==> config.mk <==
export PLATFORM = sky130hd
export DESIGN_NAME = iob_ila_stream_packer
export DESIGN_NICKNAME = d
export VERILOG_FILES = /design/src/rtl/iob_ila_stream_packer.sv
export SDC_FILE = /design/constraint.sdc
export NUM_CORES = 1
export LEC_CHECK = 0
export CORE_ASPECT_RATIO = 0.6
export CORE_MARGIN = 2
export CORE_UTILIZATION = 25
export CTS_CLUSTER_SIZE = 30
export DETAILED_ROUTE_END_ITERATION = 8
export GPL_TIMING_DRIVEN = 0
export HOLD_SLACK_MARGIN = 0.05
export SETUP_SLACK_MARGIN = 0.02
export SLEW_MARGIN = 20
export SYNTH_ARGS = -nofsm -noshare
export SYNTH_HDL_FRONTEND = slang
export SYNTH_SLANG_ARGS = --single-unit
export TNS_END_PERCENT = 50
==> constraint.sdc <==
create_clock -name clk_i -period 14.1 [get_ports clk_i]
set_clock_uncertainty 0.15 [all_clocks]
set_input_delay 2.115 -clock clk_i [delete_from_list [all_inputs] [get_ports clk_i]]
set_output_delay 2.115 -clock clk_i [all_outputs]
set_load 0.05 [all_outputs]
==> src/rtl/iob_ila_stream_packer.sv <==
// iob_ila_stream_packer
//   Packs RATIO consecutive DATA_W-bit sample beats into one wide word,
//   buffers packed words in a first-word-fall-through FIFO and emits them
//   as bursts of up to BURST_LEN words with a last flag. A flush request
//   closes a partial word (unused lanes zero-filled) and the current burst.
// Ports:
//   clk_i, rst_n_i    clock, synchronous active-low reset
//   cke_i             clock enable, freezes all state when low
//   s_tdata_i/s_tvalid_i/s_tready_o  sample beat input stream
//   flush_i           single-cycle request to close the word and burst
//   m_tdata_o/m_tvalid_o/m_tready_i/m_tlast_o  packed word output stream
//   level_o           number of words held in the FIFO
module iob_ila_stream_packer #(
    parameter int DATA_W      = 32,
    parameter int RATIO       = 2,
    parameter int FIFO_ADDR_W = 4,
    parameter int BURST_LEN   = 16
) (
    input  logic                      clk_i,
    input  logic                      rst_n_i,
    input  logic                      cke_i,
    input  logic [DATA_W-1:0]         s_tdata_i,
    input  logic                      s_tvalid_i,
    output logic                      s_tready_o,
    input  logic                      flush_i,
    output logic [RATIO*DATA_W-1:0]   m_tdata_o,
    output logic                      m_tvalid_o,
    input  logic                      m_tready_i,
    output logic                      m_tlast_o,
    output logic [FIFO_ADDR_W:0]      level_o
);

    localparam int LANE_W  = (RATIO > 1) ? $clog2(RATIO) : 1;
    localparam int BURST_W = $clog2(BURST_LEN);
    localparam int WORD_W  = RATIO * DATA_W;
    localparam int DEPTH   = 1 << FIFO_ADDR_W;
    localparam int PTR_W   = FIFO_ADDR_W + 1;

    localparam logic [LANE_W-1:0]  LAST_LANE  = LANE_W'(RATIO - 1);
    localparam logic [BURST_W-1:0] LAST_BEAT  = BURST_W'(BURST_LEN - 1);
    localparam logic [PTR_W-1:0]   FULL_LEVEL = PTR_W'(DEPTH);

    logic [LANE_W-1:0]  lane_q, lane_d;
    logic               flush_pend_q, flush_pend_d;
    logic [DATA_W-1:0]  asm_q [RATIO];
    logic [WORD_W:0]    mem [DEPTH];
    logic [PTR_W-1:0]   wr_ptr_q, rd_ptr_q;
    logic [BURST_W-1:0] burst_q;

    logic              full, empty;
    logic              accept, word_done, pad_push, push, push_last, pop;
    logic              flush_start;
    logic [WORD_W-1:0] push_word;
    logic [WORD_W:0]   head;

    assign level_o = wr_ptr_q - rd_ptr_q;
    assign full    = (level_o == FULL_LEVEL);
    assign empty   = (level_o == '0);

    // Only the beat that completes a word needs a free FIFO slot.
    assign s_tready_o = rst_n_i & ~flush_pend_q & ((lane_q != LAST_LANE) | ~full);

    assign accept    = s_tvalid_i & s_tready_o & cke_i;
    assign word_done = accept & (lane_q == LAST_LANE);
    // Ready is low while a flush is pending, so pad_push never meets accept.
    assign pad_push  = flush_pend_q & ~full & cke_i;
    assign push      = word_done | pad_push;
    assign push_last = flush_pend_q | flush_i;
    assign pop       = m_tvalid_o & m_tready_i & cke_i;

    // A flush arms only when a partial word will remain after this cycle.
    assign flush_start = cke_i & flush_i & ~flush_pend_q & ~word_done &
                         (accept | (lane_q != '0));

    always_comb begin
        lane_d       = lane_q;
        flush_pend_d = flush_pend_q;
        if (pad_push) begin
            lane_d       = '0;
            flush_pend_d = 1'b0;
        end else if (word_done) begin
            lane_d = '0;
        end else begin
            if (accept) begin
                lane_d = lane_q + 1'b1;
            end
            if (flush_start) begin
                flush_pend_d = 1'b1;
            end
        end
    end

    // Lanes below lane_q come from the assembly register, the lane being
    // written this cycle comes straight from the input, the rest read zero.
    always_comb begin
        push_word = '0;
        for (int unsigned i = 0; i < RATIO; i++) begin
            if (i < 32'(lane_q)) begin
                push_word[i*DATA_W +: DATA_W] = asm_q[i];
            end else if ((i == 32'(lane_q)) && accept) begin
                push_word[i*DATA_W +: DATA_W] = s_tdata_i;
            end
        end
    end

    always_ff @(posedge clk_i) begin
        if (!rst_n_i) begin
            lane_q       <= '0;
            flush_pend_q <= 1'b0;
            wr_ptr_q     <= '0;
            rd_ptr_q     <= '0;
            burst_q      <= '0;
        end else if (cke_i) begin
            lane_q       <= lane_d;
            flush_pend_q <= flush_pend_d;
            if (push) begin
                wr_ptr_q <= wr_ptr_q + 1'b1;
            end
            if (pop) begin
                rd_ptr_q <= rd_ptr_q + 1'b1;
                burst_q  <= m_tlast_o ? '0 : burst_q + 1'b1;
            end
        end
    end

    always_ff @(posedge clk_i) begin
        if (rst_n_i && cke_i) begin
            if (accept) begin
                asm_q[lane_q] <= s_tdata_i;
            end
            if (push) begin
                mem[wr_ptr_q[FIFO_ADDR_W-1:0]] <= {push_last, push_word};
            end
        end
    end

    assign head       = mem[rd_ptr_q[FIFO_ADDR_W-1:0]];
    assign m_tvalid_o = ~empty;
    assign m_tdata_o  = m_tvalid_o ? head[WORD_W-1:0] : '0;
    assign m_tlast_o  = m_tvalid_o & (head[WORD_W] | (burst_q == LAST_BEAT));

endmodule

* Word level (Yosys, flattened, before mapping) *
Memory sizes are Yosys's and may differ from the RTL's. A register that Yosys moved wholly into a read port is not among the register bits.
Cells that the tools add are included.
Widths: inputs -> output; s select.

storage, ports and cells
  register bits after elaboration = 16
  bits in writable memories = 1104
  bits of input ports = 38
  logic and storage cells = 69
  memories = 2

memories
  name   words  width  rd ports  clocked after Yosys merged registers in  write ports  RTL line  RTL
  mem    16     65     1         1                                        1            46        logic [WORD_W:0] mem [DEPTH];
  asm_q  2      32     1         0                                        1            45        logic [DATA_W-1:0] asm_q [RATIO];

operators by class
  $add $sub $neg = 5
  magnitude comparators = 1
  equal/unequal tests = 3
  mux-type cells = 19
  bitwise gates (word level) = 24
  reductions and logical operators = 10

operators by type and width
  operator             number
  $mux 32              3
  $mux 64              1
  $and 1x1->1          14
  $mux 1               12
  $mux 4               3
  $add 5x1->5 const B  2
  $reduce_and 2->1     3
  $eq 5x5->1 const B   1
  $logic_not 5->1      1
  $not 1->1            5
  $or 1x1->1           5
  $sub 5x5->5          1
  $add 4x1->4 const B  1
  $eq 4x4->1 const B   1
  $logic_and 1x1->1    3
  $reduce_and 3->1     1
  $reduce_bool 3->1    1
  $ne 2x1->1 const B   1
  $reduce_bool 2->1    1
  $add 1x1->1 const B  1
  $lt 1x1->1 const A   1

* Logic depth before layout (Yosys ltp) *
Gate-level depths: netlist of the first run.

  depth in word-level cells = 14
  mapped depth = 12
  gate-level depth less buffers = 11

* Least setup slack after synthesis of the first run *
No wires, ideal clock.

  path kind = register -> register
  start point = register wr_ptr_q[0]
  end point = memory mem[10][0] (netlist bit) (enable)
  setup time = 0.568 ns
  arrival time = 7.363 ns
  data required time = 13.382 ns
  slack = 6.018 ns
  stages on the path, launching flop included = 11
  buffers on the path = 2
  cells stage by stage = dfxtp_1 inv_1 ha_1 fa_1 xnor2_1 nor4bb_1 nor2_2 o221ai_1 buf_2 buf_2 nor3_1

on the way
  cells in the longest elaborated chain, start to end = 12
  elaborated cells on any way between the ends = 14
  those cells by class = 1 x add/sub; 1 x eq/ne; 3 x mux; 9 x bitwise

RTL lines
  what                            RTL line  RTL
  start, declared                 47        logic [PTR_W-1:0] wr_ptr_q, rd_ptr_q;
  start signal, assigned          117       wr_ptr_q <= wr_ptr_q + 1'b1;
  $sub 5x5->5 *                   56        assign level_o = wr_ptr_q - rd_ptr_q;
  named net level_o[2]            30        output logic [FIFO_ADDR_W:0] level_o
  $eq 5x5->1 *                    57        assign full = (level_o == FULL_LEVEL);
  $not 1->1 *                     61, 66
  $or 1x1->1                      61        assign s_tready_o = rst_n_i & ~flush_pend_q & ((lane_q != LAST_LANE) | ~full);
  $and 1x1->1                     61
  $and 1x1->1 (2 in series)       63        assign accept = s_tvalid_i & s_tready_o & cke_i;
  $and 1x1->1                     64        assign word_done = accept & (lane_q == LAST_LANE);
  $or 1x1->1 *                    67        assign push = word_done | pad_push;
  $mux 1 *                        131       if (push) begin
  $mux 1 *                        127       if (rst_n_i && cke_i) begin
  $mux 1 (implied by the code) *  132       mem[wr_ptr_q[FIFO_ADDR_W-1:0]] <= {push_last, push_word};
  end, declared                   46

Mark *: on every way through the listed nets, which the timed path passes. The rest lies on a longest branch.

* Worst setup path in the final report of the first run *
  start point = register wr_ptr_q[0]
  end point = output port m_tdata_o[33]

on the way
  cells in the longest elaborated chain, start to end = 3

RTL lines
  what             RTL line  RTL
  $sub 5x5->5      56
  $logic_not 5->1  58        assign empty = (level_o == '0);
  $mux 64          139       assign m_tdata_o = m_tvalid_o ? head[WORD_W-1:0] : '0;
  end, declared    26        output logic [RATIO*DATA_W-1:0] m_tdata_o,

No other way between the ends.

==> reports/metrics.cfg, run 1 <==
[timing]
rsz0062_at_grt = no
finalSetupTns_ns = 0
max_slew_margin = 0.2473
max_freq_mhz = 134.1
min_period_ns = 7.455
slew_viol_final = 0
setup_slack_ns = 6.645
tightest_slew_ns = 1.129
setup_violations = 0
finalHoldViolCount = 0
min_period_over_period = 0.5287

[drt]
dr_total_vias = 20534
route.detailed.drc = 0
wl_per_cell_um = 25.53
dr.pass1.iters = 5
ant_nets = 0
wirelength_um = 113700
drt-initial-drc-count = 3063
viasPerCell = 4.609

[logic_synthesis]
netlist_instances = 1779
synth_top_cells_by_count = edfxtp_1 (1072), mux4_2 (324), and2_1 (98)
yosysWarnings = 0
synth_top_area_share = 0.7628
netlist_top_cells_area = edfxtp_1 (76%), mux4_2 (17%), and2_1 (1.5%)
avgSynthCellArea_um2 = 23.72
ys_types = 39
async_flop_share = 0
syn-num-nets = 1828
synth_edf_count = 1072
synth_most_common_cell = edfxtp_1
netlist_area_um2 = 42200
ys.flop_type = edfxtp_1
ys_seq_elements = 1092
ys_seq_area_frac = 0.7723
yosysTopAreaCell = edfxtp_1

[clocking]
insertion_delay_ns = 0.67
cts_root_buffer = clkbuf_16
cts.sinks = 1092
clock_path_buffers = 3
cts_tree = yes
cts_made_buffers = 94
cts_resized = 0
cts_setup_buffers = 0
clkTransAtPathRegs_ns = 0.06
htree_levels = 3
postCtsHoldBufs = 0

[power]
pwr_density_cell_nw_per_um2 = 174.7
p_leak_uw = 0.01473
seqPwrFrac = 0.403
clkPwrFrac = 0.285
power.total_uw = 8856
ir_drop_v = 0.0001870
power.switching_uw = 2914
p_comb_frac = 0.312
p_int_uw = 5941
sw_frac_of_total = 0.3291

[layout]
layout.nets = 2186
utilization = 0.3031
area_growth_pct = 20.09
drive_gt1_frac = 0.3048

[placed_design]
dpl.hpwl_um = 80730
pre_cts_ws_ns = 7.245
gp_congestion = 0.7375
numPortBuffers = 109

[die]
coreArea_um2 = 167200
io_pins = 110
start_util = 0.2524
die_w_um = 534.4
row_count = 116
die-area_um2 = 172200
die_height_um = 322.2

[worst_hold_path]
holdPathEnd = burst_q[2]
hold_class = flop to flop
hold_start = burst_q[2]
hold_depth = 2

[outcome]
outcome = finished clean

[worst_setup_path]
crit_path_frequent_cell = inv_1
cp_top_family = buffers and inverters
rrSetupSlack_ns = 9.31
slowest_delay_ns = 0.87
worst_setup_path_start_kind = flop
r2r-end = mem[5][28]
critPathBufInv = 6
crit_type = flop to primary output
r2r_cells = 14
rr_startpoint = wr_ptr_q[0]
cpMaxStageDelayCell = clkdlybuf4s50_1
crit_arrival_ns = 5.19
crit_chain = inv_1 > ha_1 > fa_1 > xnor2_1 > a211oi_1 > nor2_2 > nor2_1 > inv_1 > clkbuf_2 > buf_16 > clkbuf_1 > and2_1 > clkdlybuf4s50_1
crit_fanout = 11
worst_ep_required_time_ns = 11.84
crit_path_end_kind = primary output

[grt]
antenna_found_initial = 14
grt_first_pass_wirelength_um = 159700
grt_max_degree = 42
track_usage = 0.1304
grt-ovfl-total = 0
grt_pass1_vias = 20028

[job]
cap_violations = 0

-- registers in the layout, summed over array words and instances, names as in the netlist, named ones only --
register      cells
lane_q            1
rd_ptr_q          5
wr_ptr_q          5
asm_q            32
mem            1040
burst_q           4
flush_pend_q      1
-- final cells by class --
type / instances / area, µm²
Antenna cell: 5 / 12.51
Timing Repair Buffer: 262 / 2668
Inverter: 13 / 48.80
Fill cell: 16022 / 116500
Sequential cell: 1092 / 32590
Clock buffer: 115 / 2495
Buffer: 96 / 575.6
Multi-Input combinational cell: 578 / 9082
Tap cell: 2242 / 2805
Clock inverter: 52 / 399.1
-- worst max-delay path by stage --
| stage | startpoint | to | slack, ns | depth (start not counted) |
|---|---|---|---|---|
| 6_report | wr_ptr_q[0] | m_tdata_o[33] | 6.65 | 13 |
| 5_1_grt | wr_ptr_q[0] | m_tdata_o[33] | 6.24 | 13 |
| 4_1_cts | wr_ptr_q[0] | m_tdata_o[33] | 6.46 | 13 |
| 3_5_place_dp | wr_ptr_q[0] | m_tdata_o[33] | 7.24 | 13 |
| 3_3_place_gp | s_tvalid_i | mem[14][34] | -0.87 | 7 |
| 2_1_floorplan | wr_ptr_q[0] | mem[10][0] | 6.02 | 10 |
-- worst min-delay path, delay by kind of cell (launching register included) --
| family | cells | cell delay [ns] |
|---|---|---|
| AOI/OAI and AO/OA | 2 | 0.14 |
| DFF | 1 | 0.33 |
-- metal layers --
metal	wire [µm]	global-route usage	share of wire	up-vias
met5	0	0	0	-
met4	1640	0.02513	0.014	0
met3	10150	0.02628	0.089	114
met2	50550	0.1933	0.44	980
met1	51390	0.1976	0.45	11126
li1	-	-	-	8314
-- layout by cell type, fill, tap and decap left out, types with 3 or more instances in the layout --
cell type | Yosys | final
nand2b_1 | 3 | 3
dfxtp_1 | 20 | 20
buf_16 | 0 | 13
clkinvlp_4 | 0 | 5
diode_2 | 0 | 5
a21oi_1 | 10 | 10
nor3_2 | 0 | 13
buf_1 | 15 | 14
o21ai_0 | 9 | 9
buf_6 | 25 | 53
or3_1 | 7 | 7
clkinv_2 | 0 | 18
buf_12 | 0 | 5
ha_1 | 10 | 10
xnor2_1 | 3 | 3
mux4_2 | 324 | 324
buf_2 | 19 | 20
nand3_1 | 9 | 9
nor2_4 | 0 | 4
mux2i_1 | 4 | 4
and2_1 | 98 | 98
bufinv_16 | 0 | 6
clkinv_1 | 0 | 22
edfxtp_1 | 1072 | 1072
inv_1 | 13 | 13
clkbuf_16 | 0 | 97
nor2_1 | 18 | 14
buf_4 | 0 | 107
a22o_1 | 32 | 32
clkdlybuf4s50_1 | 0 | 109
xor2_1 | 4 | 4
clkbuf_1 | 37 | 53
nand2_1 | 12 | 12
-- cells by family after synthesis --
family          count (synthesis)  synth area share
buf+inv                       109           0.01471
xor+xnor                        7          0.001453
mux                           329            0.1741
simple gates                  170           0.02313
fa+ha+maj                      11          0.003439
compound gates                 61           0.01082
flops                        1092            0.7723
-- power groups by stage --
stage                     Sequential (µW)  Combinational, µW  Clock (µW)
after global routing                 3570               2930        2690
final                                3570               2760        2520
after CTS                            3570               2850        2570
after detailed placement             3640               2840           0
after floorplan                      3640               1770           0
after global placement               3640               2800           0
-- per-stage QoR --
stage | cell area, µm² | hold WS (ns) | cells
global placement | 46100 | 0.3346 | 4130
detailed placement | 47770 | 0.3476 | 4283
global route | 50660 | 0.3979 | 4450
floorplan | 42200 | 0.3184 | 1779
finish | 50680 | 0.3610 | 4455
CTS | 50660 | 0.3590 | 4450
Note: power is estimated with default switching activity, not from simulation.
==> run 2: changes to the inputs <==
- clock period: 14.1 -> 7.1 ns (I/O delays scaled with it)
==> results of run 2 <==
The final DEF is identical to that of run 1. Status: finished clean.
Among the figures that moved: setup slack after placement 7.245 ns -> 1.295 ns; setup slack after layout 6.645 ns -> 0.6955 ns; register-to-register setup slack 9.31 ns -> 2.31 ns; total power 8856 µW -> 17590 µW; worst IR drop on VDD 0.0001870 V -> 0.0003713 V
